**src/rtl/reg_writeback_unit_if.sv**
```systemverilog
`default_nettype none
// +--------------------------------------------------------------------+
// | Module   : reg_writeback_unit_if                                   |
// | Brief    : Bus bundle between the CPU pipeline and the register    |
// |            file write-side front end.                              |
// | Revision : 1.0 - initial release                                   |
// +--------------------------------------------------------------------+
interface reg_writeback_unit_if #(
    parameter int DATA_W = 32
);
    // ALU result path
    logic              alu_valid;
    logic [4:0]        alu_dr;
    logic [DATA_W-1:0] alu_data;

    // Load completion path (valid/ready)
    logic              ld_valid;
    logic              ld_ready;
    logic [4:0]        ld_dr;
    logic [DATA_W-1:0] ld_data;

    // Load issue and decode hazard check
    logic              issue_valid;
    logic [4:0]        issue_dr;
    logic [4:0]        chk_sr1;
    logic [4:0]        chk_sr2;
    logic              hazard;

    // Drain control
    logic              flush_req;
    logic              flush_done;

    // Register file write port
    logic              RegW;
    logic [4:0]        DR;
    logic [DATA_W-1:0] data_write;

    // Pipeline side: drives requests, observes write port and status
    modport master (
        output alu_valid, alu_dr, alu_data,
        output ld_valid, ld_dr, ld_data,
        output issue_valid, issue_dr, chk_sr1, chk_sr2,
        output flush_req,
        input  ld_ready, hazard, flush_done,
        input  RegW, DR, data_write
    );

    // Write-back unit side
    modport slave (
        input  alu_valid, alu_dr, alu_data,
        input  ld_valid, ld_dr, ld_data,
        input  issue_valid, issue_dr, chk_sr1, chk_sr2,
        input  flush_req,
        output ld_ready, hazard, flush_done,
        output RegW, DR, data_write
    );
endinterface
`default_nettype wire

```
**src/rtl/reg_writeback_unit.sv**
```systemverilog
`default_nettype none
// +--------------------------------------------------------------------+
// | Module   : reg_writeback_unit                                      |
// | Brief    : Serialises ALU results and queued load completions into |
// |            one register-file write per cycle, tracks pending loads |
// |            for load-use hazards and supports a queue drain.        |
// | Revision : 1.0 - initial release                                   |
// +--------------------------------------------------------------------+
module reg_writeback_unit #(
    parameter int DATA_W = 32,
    parameter int DEPTH  = 4,
    parameter int AW     = 2
) (
    input  logic                 clk,
    input  logic                 rst,
    reg_writeback_unit_if.slave  bus
);

    typedef enum logic [0:0] {
        ST_NORMAL = 1'b0,
        ST_DRAIN  = 1'b1
    } state_t;

    localparam logic [AW:0] c_depth     = (AW+1)'(DEPTH);
    localparam logic [AW:0] c_count_one = (AW+1)'(1);

    // Load-completion FIFO
    logic [4:0]        r_fifo_dr   [DEPTH];
    logic [DATA_W-1:0] r_fifo_data [DEPTH];
    logic [AW-1:0]     r_wr_ptr;
    logic [AW-1:0]     r_rd_ptr;
    logic [AW:0]       r_count;

    // Scoreboard of registers awaiting load data
    logic [31:0]       r_pending;

    // Drain FSM
    state_t            r_state;
    state_t            w_state_nxt;
    logic              w_flush_done_nxt;
    logic              r_flush_done;

    // Registered write port
    logic              r_reg_w;
    logic [4:0]        r_dr;
    logic [DATA_W-1:0] r_data_write;

    // Arbitration and handshake terms
    logic              w_ld_ready;
    logic              w_push;
    logic              w_fifo_empty;
    logic              w_alu_win;
    logic              w_pop;
    logic              w_ld_win;
    logic [4:0]        w_head_dr;
    logic [DATA_W-1:0] w_head_data;

    // Acceptance depends only on registered state so ld_ready never
    // combinationally follows ld_valid.
    assign w_ld_ready   = (r_count != c_depth) && (r_state == ST_NORMAL);
    assign w_push       = bus.ld_valid && w_ld_ready;
    assign w_fifo_empty = (r_count == '0);

    // ALU results win the write slot; a write aimed at $zero frees the
    // slot for the FIFO head instead.
    assign w_alu_win   = bus.alu_valid && (bus.alu_dr != 5'd0);
    assign w_pop       = !w_alu_win && !w_fifo_empty;
    assign w_head_dr   = r_fifo_dr[r_rd_ptr];
    assign w_head_data = r_fifo_data[r_rd_ptr];
    // A popped load targeting $zero is consumed but never written.
    assign w_ld_win    = w_pop && (w_head_dr != 5'd0);

    // FIFO storage: written on push, no reset needed for the payload
    always_ff @(posedge clk) begin
        if (w_push) begin
            r_fifo_dr[r_wr_ptr]   <= bus.ld_dr;
            r_fifo_data[r_wr_ptr] <= bus.ld_data;
        end
    end

    // FIFO pointers and occupancy; pointers wrap naturally at DEPTH
    always_ff @(posedge clk) begin
        if (rst) begin
            r_wr_ptr <= '0;
            r_rd_ptr <= '0;
            r_count  <= '0;
        end else begin
            if (w_push) begin
                r_wr_ptr <= r_wr_ptr + 1'b1;
            end
            if (w_pop) begin
                r_rd_ptr <= r_rd_ptr + 1'b1;
            end
            if (w_push && !w_pop) begin
                r_count <= r_count + c_count_one;
            end else if (!w_push && w_pop) begin
                r_count <= r_count - c_count_one;
            end
        end
    end

    // Scoreboard: clear on load write-back, set on issue (set applied last so it wins)
    always_ff @(posedge clk) begin
        if (rst) begin
            r_pending <= '0;
        end else begin
            if (w_ld_win) begin
                r_pending[w_head_dr] <= 1'b0;
            end
            if (bus.issue_valid && (bus.issue_dr != 5'd0)) begin
                r_pending[bus.issue_dr] <= 1'b1;
            end
        end
    end

    // Write port register: DR/data hold their last values on idle cycles
    always_ff @(posedge clk) begin
        if (rst) begin
            r_reg_w      <= 1'b0;
            r_dr         <= 5'd0;
            r_data_write <= '0;
        end else begin
            r_reg_w <= w_alu_win || w_ld_win;
            if (w_alu_win) begin
                r_dr         <= bus.alu_dr;
                r_data_write <= bus.alu_data;
            end else if (w_ld_win) begin
                r_dr         <= w_head_dr;
                r_data_write <= w_head_data;
            end
        end
    end

    // Drain FSM state and flush_done pulse registers
    always_ff @(posedge clk) begin
        if (rst) begin
            r_state      <= ST_NORMAL;
            r_flush_done <= 1'b0;
        end else begin
            r_state      <= w_state_nxt;
            r_flush_done <= w_flush_done_nxt;
        end
    end

    // Drain FSM next state; done coincides with the last drained write
    always_comb begin
        w_state_nxt      = r_state;
        w_flush_done_nxt = 1'b0;
        case (r_state)
            ST_NORMAL: begin
                if (bus.flush_req) begin
                    if (w_fifo_empty) begin
                        w_flush_done_nxt = 1'b1;
                    end else begin
                        w_state_nxt = ST_DRAIN;
                    end
                end
            end
            ST_DRAIN: begin
                // No pushes while draining, so a pop from count 1 empties it.
                if (w_fifo_empty || (w_pop && (r_count == c_count_one))) begin
                    w_flush_done_nxt = 1'b1;
                    w_state_nxt      = ST_NORMAL;
                end
            end
            default: begin
                w_state_nxt = ST_NORMAL;
            end
        endcase
    end

    assign bus.ld_ready   = w_ld_ready;
    assign bus.flush_done = r_flush_done;
    assign bus.RegW       = r_reg_w;
    assign bus.DR         = r_dr;
    assign bus.data_write = r_data_write;
    assign bus.hazard     = ((bus.chk_sr1 != 5'd0) && r_pending[bus.chk_sr1]) ||
                            ((bus.chk_sr2 != 5'd0) && r_pending[bus.chk_sr2]);

endmodule
`default_nettype wire

```
**src/flat_wrapper.sv**
```systemverilog
// flat-port wrapper written by rule: the top's interface ports become plain ports
module reg_writeback_unit_flat 
#(
    parameter int DATA_W = 32,
    parameter int DEPTH  = 4,
    parameter int AW     = 2
)
  (clk, rst, bus_alu_valid, bus_alu_dr, bus_alu_data, bus_ld_valid, bus_ld_dr, bus_ld_data, bus_issue_valid, bus_issue_dr, bus_chk_sr1, bus_chk_sr2, bus_flush_req, bus_ld_ready, bus_hazard, bus_flush_done, bus_RegW, bus_DR, bus_data_write);
  reg_writeback_unit_if #(.DATA_W(DATA_W)) bus_i ();
  input  logic clk;
  input  logic rst;
  input wire logic [$bits(bus_i.alu_valid)-1:0] bus_alu_valid;
  input wire logic [$bits(bus_i.alu_dr)-1:0] bus_alu_dr;
  input wire logic [$bits(bus_i.alu_data)-1:0] bus_alu_data;
  input wire logic [$bits(bus_i.ld_valid)-1:0] bus_ld_valid;
  input wire logic [$bits(bus_i.ld_dr)-1:0] bus_ld_dr;
  input wire logic [$bits(bus_i.ld_data)-1:0] bus_ld_data;
  input wire logic [$bits(bus_i.issue_valid)-1:0] bus_issue_valid;
  input wire logic [$bits(bus_i.issue_dr)-1:0] bus_issue_dr;
  input wire logic [$bits(bus_i.chk_sr1)-1:0] bus_chk_sr1;
  input wire logic [$bits(bus_i.chk_sr2)-1:0] bus_chk_sr2;
  input wire logic [$bits(bus_i.flush_req)-1:0] bus_flush_req;
  output wire logic [$bits(bus_i.ld_ready)-1:0] bus_ld_ready;
  output wire logic [$bits(bus_i.hazard)-1:0] bus_hazard;
  output wire logic [$bits(bus_i.flush_done)-1:0] bus_flush_done;
  output wire logic [$bits(bus_i.RegW)-1:0] bus_RegW;
  output wire logic [$bits(bus_i.DR)-1:0] bus_DR;
  output wire logic [$bits(bus_i.data_write)-1:0] bus_data_write;
  assign bus_i.alu_valid = bus_alu_valid;
  assign bus_i.alu_dr = bus_alu_dr;
  assign bus_i.alu_data = bus_alu_data;
  assign bus_i.ld_valid = bus_ld_valid;
  assign bus_i.ld_dr = bus_ld_dr;
  assign bus_i.ld_data = bus_ld_data;
  assign bus_i.issue_valid = bus_issue_valid;
  assign bus_i.issue_dr = bus_issue_dr;
  assign bus_i.chk_sr1 = bus_chk_sr1;
  assign bus_i.chk_sr2 = bus_chk_sr2;
  assign bus_i.flush_req = bus_flush_req;
  assign bus_ld_ready = bus_i.ld_ready;
  assign bus_hazard = bus_i.hazard;
  assign bus_flush_done = bus_i.flush_done;
  assign bus_RegW = bus_i.RegW;
  assign bus_DR = bus_i.DR;
  assign bus_data_write = bus_i.data_write;
  reg_writeback_unit #(.DATA_W(DATA_W), .DEPTH(DEPTH), .AW(AW)) u_core (.clk(clk), .rst(rst), .bus(bus_i));
endmodule
```
**config.mk**
```make
export PLATFORM = sky130hd
export DESIGN_NAME = reg_writeback_unit_flat
export DESIGN_NICKNAME = d
export VERILOG_FILES = /design/src/rtl/reg_writeback_unit_if.sv /design/src/rtl/reg_writeback_unit.sv /design/src/flat_wrapper.sv
export SDC_FILE = /design/constraint.sdc
export NUM_CORES = 1
export LEC_CHECK = 0
export BUFFER_PORTS_ARGS = -buffer_cell sky130_fd_sc_hd__buf_2
export CORE_MARGIN = 4
export CORE_UTILIZATION = 45
export DETAILED_ROUTE_END_ITERATION = 16
export GPL_TIMING_DRIVEN = 1
export PLACE_DENSITY = 0.65
export SYNTH_ARGS = -nofsm -noshare
export SYNTH_HDL_FRONTEND = slang
export SYNTH_SLANG_ARGS = --single-unit
```
**constraint.sdc**
```tcl
create_clock -name clk -period 3.75 [get_ports clk]
set_clock_uncertainty 0.1 [all_clocks]
set_input_delay 0.375 -clock clk [delete_from_list [all_inputs] [get_ports clk]]
set_output_delay 0.375 -clock clk [all_outputs]
set_load 0.02 [all_outputs]
```
Yosys cells after proc, flatten, opt, wreduce, memory -nomap -nowiden
Memory sizes are Yosys's and may differ from the RTL's. A register that Yosys moved wholly into a read port is not among the register bits.
Cells that the tools add are included.
{"block": "totals", "regBits": 79, "ramBits": 148, "inputBits": 95, "output_inout_bits": 41, "elab_cells": 86, "n_memories": 2}
{"block": "classes", "addsub": 4, "magnitude_cmp": 6, "n_eq_ne": 2, "mux": 31, "n_bitwise": 4, "reduce_logical": 28}
{"memory": "u_core.r_fifo_data", "words": 4, "width": 32, "read_ports": 1, "rd_clocked_by_memory_dff": 1, "wr": 1, "line_no": "reg_writeback_unit.sv:29", "source": "logic [DATA_W-1:0] r_fifo_data [DEPTH];"}
{"memory": "u_core.r_fifo_dr", "words": 4, "width": 5, "read_ports": 1, "rd_clocked_by_memory_dff": 1, "wr": 1, "line_no": "reg_writeback_unit.sv:28", "source": "logic [4:0] r_fifo_dr [DEPTH];"}
{"op": "$mux W32", "count": 5}
{"op": "$and A32 B32 Y32", "count": 1}
{"op": "$not A32 Y32", "count": 1}
{"op": "$or A32 B32 Y32", "count": 1}
{"op": "$reduce_bool A5 Y1", "count": 5}
{"op": "$lt A5 B6 Y1 const B", "count": 4}
{"op": "$logic_and A1 B1 Y1", "count": 13}
{"op": "$mux W1", "count": 12}
{"op": "$bmux W1 S5", "count": 2}
{"op": "$demux W1 S5", "count": 2}
{"op": "$ge A5 B1 Y1 const B", "count": 2}
{"op": "$mux W5", "count": 2}
{"op": "$mux W2", "count": 4}
{"op": "$mux W3", "count": 2}
{"op": "$add A2 B1 Y2 const B", "count": 2}
{"op": "$logic_not A1 Y1", "count": 4}
{"op": "$pmux W1 S2", "count": 2}
{"op": "$reduce_bool A2 Y1", "count": 2}
{"op": "$add A3 B1 Y3 const B", "count": 1}
{"op": "$eq A3 B1 Y1 const B", "count": 1}
{"op": "$logic_not A3 Y1", "count": 1}
{"op": "$logic_or A1 B1 Y1", "count": 3}
{"op": "$ne A3 B3 Y1 const B", "count": 1}
{"op": "$sub A3 B1 Y3 const B", "count": 1}
{"op": "$not A1 Y1", "count": 1}

Logic depth before layout (Yosys ltp)
{"block": "logic_depth", "ltp_word": 10, "ltp_mapped": 10, "mapped_depth_nobuf": 9}

Worst setup path before layout
Ideal clock, no wire load.
{"block": "synth_timing", "path_kind": "register to register", "startpoint": "register u_core.r_count[0]", "endpoint": "memory u_core.r_fifo_data[1][0], enable pin", "setup_time_ns": 0.398, "arrival_ns": 2.196, "required_time_ns": 3.252, "path_slack_ns": 1.057, "stages_incl_launch_ff": 5, "n_path_buf": 0, "period_less_slack_ns": 2.693, "cell_sequence": "dfxtp_1 inv_1 ha_1 a21oi_1 and3_1"}
{"block": "synth_via", "elab_chain_len": 5}
{"element": "start, declared", "line_no": "reg_writeback_unit.sv:32", "source": "logic [AW:0] r_count;"}
{"element": "start signal, assigned", "line_no": "reg_writeback_unit.sv:95", "source": "r_count <= r_count + c_count_one;"}
{"element": "start signal, assigned", "line_no": "reg_writeback_unit.sv:97", "source": "r_count <= r_count - c_count_one;"}
{"element": "$ne A3 B3 Y1", "line_no": "reg_writeback_unit.sv:60", "source": "assign w_ld_ready = (r_count != c_depth) && (r_state == ST_NORMAL);"}
{"element": "$logic_and A1 B1 Y1", "line_no": "reg_writeback_unit.sv:60"}
{"element": "via bus_ld_ready", "line_no": "flat_wrapper.sv:23", "source": "output wire logic [$bits(bus_i.ld_ready)-1:0] bus_ld_ready;"}
{"element": "$logic_and A1 B1 Y1", "line_no": "reg_writeback_unit.sv:61", "source": "assign w_push = bus.ld_valid && w_ld_ready;"}
{"element": "$mux W1", "line_no": "reg_writeback_unit.sv:75", "source": "if (w_push) begin"}
{"element": "$mux W1 (implied by the code)", "line_no": "reg_writeback_unit.sv:77", "source": "r_fifo_data[r_wr_ptr] <= bus.ld_data;"}
{"element": "end, declared", "line_no": "reg_writeback_unit.sv:29"}
The timed path passes the listed nets, and every way through them passes these cells.

==> results.txt <==
----------------------------------------------------
[Logic synthesis]
  Number of nets produced by synthesis ... 704
  Yosys warnings ... 0
  Async SR Flop Fraction ... 0%
  Top cell type by total area after synthesis ... edfxtp_1
  Netlist area before placement ... ~9400 um2
  Portion of the post-synthesis area used by sequential elements ... between 60% and 70%
  Total of flip-flops plus latches after synthesis ... ~230
  Post-synthesis cell type count ... 39
  Gate count after technology mapping ... 600
  Synthesized area per cell ... 15.7 um2
  Number of synthesized flops with an enable pin ... roughly 150
  Top flip-flop cell by instance count after synthesis ... edfxtp_1
  Synth top area share ... between 40% and 50%
  Biggest area contributors in the synthesized netlist ... edfxtp_1 (47%), dfxtp_1 (17%), mux4_2 (13%), mux2i_1 (4.6%), o31ai_1 (2.8%)

[Routing]
  Number of routed nets with antenna violations ... 0
  Drt first pass iters ... 5
  Average wire per cell in the routed design ... 21.9 um
  Post-detailed-route DRC marker count ... 0
  Routed WL ... around 23 mm
  Number of DRC markers in iteration 0 ... about 500
  Vias per inst ... just under 6
  Count of vias placed by the detailed router ... about 6100

[GRT]
  Wire length of the first global-routing pass ... around 36 mm
  Via count of the first global-routing pass ... 6487
  Total track usage ... a little under 20%
  Remaining Overflow, GRT ... 0
  Number of antenna violations at the first check in global routing ... 2
  Pin count of the biggest net entering global routing ... 50

[Power]
  Worst-case vdd ir drop ... approximately 0.43 mV
  Leakage power ... between 0.004 and 0.005 uW
  Total power divided by cell area ... 653 nW/um2

[Final layout]
  Area added between synthesis and finish ... 22.4%
  Layout cells sized above 1 ... between 30% and 40%
  Commonest non-fill, non-tap cells in the layout ... edfxtp_1 (148), buf_2 (135), dfxtp_1 (78)
  Number of inserted diodes ... 0
  Final layout net count ... between 800 and 900
  Most common library cell in the layout ignoring fill and taps ... edfxtp_1
  Post-layout instance area ... roughly 12000 um2

[Clock network]
  Number of CTS-inserted buffers ... 24
  Clock latency at the later pin of the worst-skew pair ... between 0.5 and 0.6 ns
  Clock-pin slew on the worst setup and hold paths ... 0.07 ns
  Maximum level of the CTS H-tree ... 1
  Clock root buffer ... clkbuf_16
  Number of buffers on the longest clock path ... 3
  Clock tree sinks ... 228
  CTS tree ... done

[Min path]
  Origin of the worst min-delay path ... bus_flush_req
  Worst min-delay path category ... in -> reg

[Floorplan]
  Ports placed on the boundary ... between 100 and 150
  Chip Height ... approximately 150 um
  Site Rows ... 52
  Die outline width ... about 150 um
  Die area ... 23300 um2
  Initial core utilization ... a little under half
  Area of the placeable core ... between 20000 and 25000 um2

[Setup path]
  Arrival @ worst endpoint ... approximately 3.3 ns
  CP Data Required Time ... just over 4 ns
  Largest fanout of any net on the critical path ... 37
  Type of origin of the critical path ... register
  Setup crit end kind ... register
  Class of the most critical setup path ... reg -> reg

[Flow run]
  Number of maximum-capacitance violations ... 0

[Place]
  Area post-placement ... 10300 um2
  Post-detailed-placement half-perimeter wirelength ... 15.2 mm
  Routability-driven placement congestion ratio ... 0.845
  Number of buffers inserted by port buffering ... 135

[Timing]
  Maximum operating frequency ... ~0.33 GHz
  Max-slew headroom at the worst pin ... 59.1%
  Slew Viols, Final ... 0
  Number of endpoints failing setup at the final stage ... 0
  Setup tns final ... 0 ns
  Minimum period implied by the final worst setup slack ... around 3 ns
  Post-route clock period utilization ... ~80%
  Post-route worst hold slack ... roughly 0.055 ns
  RSZ-0062 raised after global routing ... false
  Fin. Hold Viols ... 0
  Transition at the pin with the smallest max-transition slack ... a little over 0.6 ns

[Outcome]
  Status ... completed

----------------------------------------------------
[layer usage]
| layer | vias up | global-route usage [%] | wire length (um) |
|---|---|---|---|
| met5 | - | 0 | 22 |
| met4 | 4 | 5.30 | 428 |
| met3 | 39 | 4.77 | 1890 |
| met2 | 252 | 32.6 | 11400 |
| met1 | 3067 | 25.5 | 9350 |
| li1 | 2777 | - | - |
[synthesized netlist by cell type (3+ instances only)]
| master | number |
|---|---|
| a21oi_1 | 4 |
| and3_1 | 4 |
| buf_1 | 4 |
| buf_2 | 4 |
| buf_6 | 5 |
| clkbuf_1 | 25 |
| dfxtp_1 | 80 |
| edfxtp_1 | 148 |
| ha_1 | 9 |
| inv_1 | 6 |
| mux2i_1 | 43 |
| mux4_2 | 54 |
| nand2_1 | 16 |
| nand3_1 | 7 |
| nand3b_1 | 3 |
| nand4_1 | 40 |
| nor2_1 | 16 |
| nor2b_1 | 4 |
| o211ai_1 | 32 |
| o21ai_0 | 35 |
| o31ai_1 | 35 |
| xor2_1 | 4 |
[cells by family (layout without fill, tap and decap cells)]
kind of cell	Yosys count	in the layout	share of synthesized area, %
flip-flops	228	228	64.1
AO/OA/AOI/OAI	113	113	8.17
AND/OR/NAND/NOR	99	99	5.74
multiplexers	97	97	17.5
buffers and inverters	49	237	2.85
adder cells (fa/ha/maj)	9	9	1.19
XOR/XNOR	5	5	0.464
[power by group]
group / leakage, uW / internal (uW) / switching (uW) / total [uW]
combinational: 0.00176 / 732 / 1080 / 1810
clock: 0.000415 / 1530 / 934 / 2460
sequential: 0.00201 / 3080 / 176 / 3260
[path summary, 6_finish.rpt]
| kind | slack (ns) | to | depth (start not counted) |
|---|---|---|---|
| worst min-delay path | 0.06 | u_core.r_state | 3 |
| worst max register to register | 0.74 | u_core.bus.DR[2] | 6 |
| worst max-delay path | 0.74 | u_core.bus.DR[2] | 6 |
| worst min register to register | 0.37 | u_core.bus.data_write[2] | 2 |
[repair_timing]
item,4_1_cts,5_1_grt
hold buffers,37,0
hold endpoints to repair,146,0
setup buffers,0,0
resized for setup,0,0
[metrics by stage]
step / setup slack, ns / total power (uW) / utilization, % / std cells
after global routing: 0.574 / 7890 / 56.5 / 1058
after detailed placement: 0.716 / 5110 / 50.5 / 977
after floorplan: 1.06 / 4580 / - / 600
after global placement: 0.747 / 5050 / 50.5 / 977
final: 0.741 / 7530 / 56.5 / 1058
after CTS: 0.691 / 7610 / 56.5 / 1058
[critical path: stages (launching register included)]
cell and delay (ns):
dfxtp_2 0.56, mux4_2 0.65, or3_4 0.46, o311ai_4 0.30
buf_4 0.45, a221oi_1 0.17, a31o_1 0.22
[state kept, by name, indices dropped and copies added, names as in the netlist, named ones only]
name	flops
u_core.bus.RegW	1
u_core.r_rd_ptr	2
u_core.bus.flush_done	1
u_core.bus.DR	5
u_core.r_fifo_dr	20
u_core.r_pending	31
u_core.bus.data_write	32
u_core.r_count	3
u_core.r_state	1
u_core.r_wr_ptr	2
u_core.r_fifo_data	128
[cell type report]
type                       count  area, um2
clock buffer                  32        704
clock inverter                12        140
fill                        1619       8890
inverter                       7       26.3
multi-input combinational    323       3130
sequential                   228       6050
tap                          270        338
timing repair buffer         186       1150
Note: power is estimated with default switching activity, not from simulation.
